--- src/rtl/mult_tree_pkg.sv ---
// mult_tree_pkg: width helpers and the saturating slice function shared by mult_tree_pipe
package mult_tree_pkg;

   // Widest full product the slice function handles (W up to 10)
   localparam int MAX_P = 64;

   function automatic int prod_w(input int w);
      return 6 * w;
   endfunction

   function automatic int cube_w(input int w);
      return 3 * w;
   endfunction

   // Returns {sat, slice}: slice is p[lsb +: ow] in the low ow bits, or all ones when any bit above it is set
   function automatic logic [MAX_P:0] slice_sat(input logic [MAX_P-1:0] p, input int lsb, input int ow);
      logic [MAX_P-1:0] sh;
      logic [MAX_P-1:0] mask;
      sh   = p >> lsb;
      mask = (ow >= MAX_P) ? '1 : (MAX_P'(1) << ow) - MAX_P'(1);
      return (|(sh & ~mask)) ? {1'b1, mask} : {1'b0, sh & mask};
   endfunction

endpackage

--- src/rtl/mult_tree_pipe_xyy.sv ---
// mult_xyy: registered x*y*y at full 3W precision with flow-controlled valid
module mult_xyy
   import mult_tree_pkg::*;
#(
   parameter int W = 4
) (
   input  logic                 clk,
   input  logic                 rst_n,
   input  logic                 en,
   input  logic                 in_valid,
   input  logic [W-1:0]         x,
   input  logic [W-1:0]         y,
   output logic                 out_valid,
   output logic [cube_w(W)-1:0] xyy
);

   localparam int CW = cube_w(W);

   // Stage advances on en; data only loads when the upstream slot holds a real operand
   always_ff @(posedge clk) begin
      if (!rst_n) begin
         out_valid <= 1'b0;
         xyy       <= '0;
      end else if (en) begin
         out_valid <= in_valid;
         if (in_valid) xyy <= CW'(x) * CW'(y) * CW'(y);
      end
   end

endmodule

--- src/rtl/mult_tree_pipe.sv ---
// mult_tree_pipe: 3-stage valid/ready pipeline computing a slice of (a*b*b)*(c*d*d); MULT_SAT_EN enables slice saturation
module mult_tree_pipe
   import mult_tree_pkg::*;
#(
   parameter int W       = 4,
   parameter int OUT_W   = 8,
   parameter int OUT_LSB = 16
) (
   input  logic             clk,
   input  logic             rst_n,
   input  logic             i_valid,
   output logic             o_ready,
   input  logic [W-1:0]     i_a,
   input  logic [W-1:0]     i_b,
   input  logic [W-1:0]     i_c,
   input  logic [W-1:0]     i_d,
   output logic             o_valid,
   input  logic             i_ready,
   output logic [OUT_W-1:0] o_result,
   output logic             o_sat
);

   localparam int PW = prod_w(W);
   localparam int CW = cube_w(W);

   logic          v1, v2, v3, v2a, v2b;
   logic          en1, en2, en3;
   logic [W-1:0]  a1, b1, c1, d1;
   logic [CW-1:0] abb, cdd;
   logic [PW-1:0] p;
   logic [OUT_W-1:0] res_n;

   // A stage may load when it is empty or the stage after it is moving, so bubbles collapse
   assign en3     = !v3 | i_ready;
   assign en2     = !v2 | en3;
   assign en1     = !v1 | en2;
   assign o_ready = en1;
   assign o_valid = v3;
   assign v2      = v2a & v2b;
   assign p       = PW'(abb) * PW'(cdd);

   // S1: capture operands on an accepted transfer
   always_ff @(posedge clk) begin
      if (!rst_n) begin
         v1 <= 1'b0;
         {a1, b1, c1, d1} <= '0;
      end else if (en1) begin
         v1 <= i_valid;
         if (i_valid) {a1, b1, c1, d1} <= {i_a, i_b, i_c, i_d};
      end
   end

   mult_xyy #(.W(W)) u_abb (
      .clk(clk), .rst_n(rst_n), .en(en2), .in_valid(v1),
      .x(a1), .y(b1), .out_valid(v2a), .xyy(abb)
   );

   mult_xyy #(.W(W)) u_cdd (
      .clk(clk), .rst_n(rst_n), .en(en2), .in_valid(v1),
      .x(c1), .y(d1), .out_valid(v2b), .xyy(cdd)
   );

`ifdef MULT_SAT_EN
   logic [MAX_P:0] ss;
   logic           sat_n;
   assign ss    = slice_sat(MAX_P'(p), OUT_LSB, OUT_W);
   assign res_n = ss[OUT_W-1:0];
   assign sat_n = ss[MAX_P];

   // Saturation flag travels with the S3 result
   always_ff @(posedge clk) begin
      if (!rst_n) o_sat <= 1'b0;
      else if (en3 && v2) o_sat <= sat_n;
   end
`else
   assign res_n = OUT_W'(p >> OUT_LSB);
   assign o_sat = 1'b0;
`endif

   // S3: full product slice; holds while the consumer stalls
   always_ff @(posedge clk) begin
      if (!rst_n) begin
         v3       <= 1'b0;
         o_result <= '0;
      end else if (en3) begin
         v3 <= v2;
         if (v2) o_result <= res_n;
      end
   end

endmodule

--- config.mk ---
export PLATFORM = sky130hd
export DESIGN_NAME = mult_tree_pipe
export DESIGN_NICKNAME = d
export VERILOG_FILES = /design/src/rtl/mult_tree_pkg.sv /design/src/rtl/mult_tree_pipe_xyy.sv /design/src/rtl/mult_tree_pipe.sv
export SDC_FILE = /design/constraint.sdc
export NUM_CORES = 1
export LEC_CHECK = 0
export CORE_UTILIZATION = 64
export CTS_CLUSTER_SIZE = 10
export DETAILED_ROUTE_END_ITERATION = 10
export GPL_TIMING_DRIVEN = 0
export MAX_ROUTING_LAYER = met4
export PLACE_DENSITY = 0.92
export SETUP_SLACK_MARGIN = 0.02
export SYNTH_ARGS = -nofsm -noshare
export SYNTH_HDL_FRONTEND = slang
export SYNTH_SLANG_ARGS = --single-unit
--- constraint.sdc ---
create_clock -name clk -period 5.76 [get_ports clk]
set_input_delay 0.576 -clock clk [delete_from_list [all_inputs] [get_ports clk]]
set_output_delay 0.576 -clock clk [all_outputs]
set_load 0.05 [all_outputs]
==> metrics.txt <==
status completed; vias 7521; HPWL Detailed 16800 µm; final max-slew violation count 0; Crit Path Class flop to flop; Post-synth ARST share 0; syn_nets roughly 1.4k; DR WL/cell 15.9 µm; CTS buffer count 5; hold path start o_result[1]; Setup crit start u_cdd.xyy[9]; worst endpoint required time 5940 ps; first-pass GRT wire length 34400 µm; I/O pins 31; chip height 121 µm; IO buf count 29; M2 GR Usage 0.508; final wirelength 20700 µm; slack of the worst reg-to-reg path 160 ps; synthesized area per cell 8.34 µm²; Clock Latency Late Sink 300 ps; DRC 0; Post-Syn Instances 1086; count of cell types in the netlist 56; total gr overflow 0; Fmax achieved 0.178 GHz; Layout area overhead 8.18%; final instance area 9790 µm²; yosys warns 0; Cell Pwr Density just over 80 nW/µm²; share of layout cells above drive strength 1 0.0383; most frequent cells in the layout 203 x nand2_1, 184 x inv_1, 131 x fa_1; Via density 5.77; Seq/Total Area, Yosys 0.113; final hold vios 0; CTS tree done; max-capacitance violation count 0; Setup crit start kind flop; Critical R2R Launch u_cdd.xyy[9]; vias in the first global route 7623; die width around 120 µm; initial DRC count around 550; worst min path class flop to flop; RePlAce Congestion 0.872; Worst EP arrival approximately 5800 ps; clock sinks 51; CTS H-tree lvls 2; Hold Buf Count CTS 0; root buf cell clkbuf_16; num rows 43; GRT Util Overall 0.302; Die ar. around 15000 µm²; Cell Area, Synth 9050 µm²; Worst-Margin Slew 1080 ps; Worst-path clk slew 70 ps; n_diodes 0; initial antenna violation count 0; grt met1 use 0.379; Top FF cell, synth dfxtp_1; clock skew 3.84 ps; Final Setup Violations 0; GR Layer Usage met3 0.0324; clk buf depth 2; DRT antenna net count 0; Initial Util 0.655; placed instance area 9570 µm²; Synth Register Bits a little over 50; Worst Path Max Fanout 10; postcts setup bufs 0; most common cell after layout, fill and taps aside nand2_1; Final Power 0.797 mW; fin crit period 5600 ps; core area 13800 µm²; number of nets in the layout 1386; CP Capture Type flop; Period Utilization, post-route 0.973; Setup Total Neg Slack 0 ps; relative slew slack 0.262; Leak 5.20 nW; Detailed Routing Iterations Pass 1 7; filler instances 990; number of synthesized flops with an enable pin 0; VDD IR max 0.000135 V; pin count of the biggest net entering global routing 17; GR peak layer met2
==> worst max-delay path: stages (launching register included) <==
cell	delay (ps)
dfxtp_1	400
clkbuf_1	420
nand2_1	170
fa_1	530
fa_1	500
inv_1	50
fa_1	400
fa_1	520
inv_1	50
fa_1	470
inv_1	40
ha_1	300
and3_1	290
nand2_1	80
a211oi_1	440
o31a_1	370
nor3_1	80
or3_1	360
==> per-stage QoR <==
stage	instances	util	setup slack, ps	hold slack [ps]
5_1_grt	1303	0.708	-48.3	487
3_3_place_gp	1295	0.692	44.4	437
4_1_cts	1303	0.703	8.40	463
6_report	1303	0.708	155	466
3_5_place_dp	1295	0.692	-103	447
2_1_floorplan	1086	-	530	451
==> report_power, final <==
group          total (mW)  internal (mW)  switching, mW
sequential          0.373          0.361         0.0114
clock               0.314          0.174          0.141
combinational       0.110         0.0434         0.0666
==> per-layer routing <==
metal / vias to the layer above / wire, µm
li1: 3489 / -
met1: 3660 / 8430
met2: 312 / 10300
met3: 60 / 1360
met4: 0 / 648
met5: - / 0
==> state kept, by name, indices dropped and copies added, names as in the netlist <==
| register | count |
|---|---|
| d1 | 4 |
| v1 | 1 |
| u_cdd.out_valid | 1 |
| u_cdd.xyy | 12 |
| a1 | 4 |
| u_abb.xyy | 12 |
| o_valid | 1 |
| c1 | 4 |
| b1 | 4 |
| o_result | 8 |
==> logic make-up (layout without fill, tap and decap cells) <==
group	count (synthesis)	in the layout	synth area share
AND/OR/NAND/NOR	398	398	0.216
multiplexers	6	6	0.00663
AO/OA/AOI/OAI	131	131	0.101
flip-flops	51	51	0.113
adder cells (fa/ha/maj)	244	244	0.446
XOR/XNOR	20	20	0.0194
other	1	1	0.000414
buffers and inverters	235	272	0.0979
==> cells in the mapped netlist (2+ instances only) <==
master     count  area, µm²
nand2_1      203        762
inv_1        184        691
fa_1         131       2620
ha_1         113       1410
and2_1       105        657
dfxtp_1       51       1020
clkbuf_1      48        180
a21boi_0      29        218
a21oi_1       25        125
nand3_1       25        125
xnor2_1       18        158
o21ai_0       16       80.1
a21o_1        11       82.6
nor2_1        11       41.3
and3_1         8       50.1
o21bai_1       8       60.1
o21a_1         7       52.6
mux2i_1        6       60.1
nand2b_1       6       37.5
nand4_1        6       37.5
nor2b_1        6       37.5
nor3_1         6       30.0
o211ai_1       5       37.5
a211o_1        4       35.0
nand3b_1       4       30.0
o31ai_1        4       30.0
or3_1          4       25.0
a2111oi_0      2       17.5
a221oi_1       2       17.5
a311o_1        2       20.0
a31o_2         2       17.5
a41oi_1        2       17.5
and4b_1        2       20.0
buf_1          2       7.51
nand4b_1       2       17.5
o211a_1        2       20.0
o41ai_1        2       17.5
or2_2          2       12.5
or4b_2         2       20.0
xor2_1         2       17.5
==> final timing paths <==
| path | endpoint | cells after the start |
|---|---|---|
| setup / recovery | o_result[5] | 17 |
| hold / removal | o_result[1] | 2 |
| setup reg to reg | o_result[5] | 17 |
| hold reg to reg | o_result[1] | 2 |
==> final cells by class <==
cell class,count,area [µm²],area share
multi-input cells,800,7180,0.733
flip-flops and latches,51,1020,0.104
inverters,184,691,0.0705
repair buffers,29,290,0.0296
plain buffers,51,229,0.0234
well taps,180,225,0.0230
clock buffers,6,139,0.0142
clock inverters,2,16.3,0.00166
==> what timing repair did <==
item | CTS | global route
endpoints found under the setup margin | 3 | 15
endpoints found under the hold margin | 0 | 0
gates resized for setup | 3 | 55
Power figures use the tool's default switching activity.
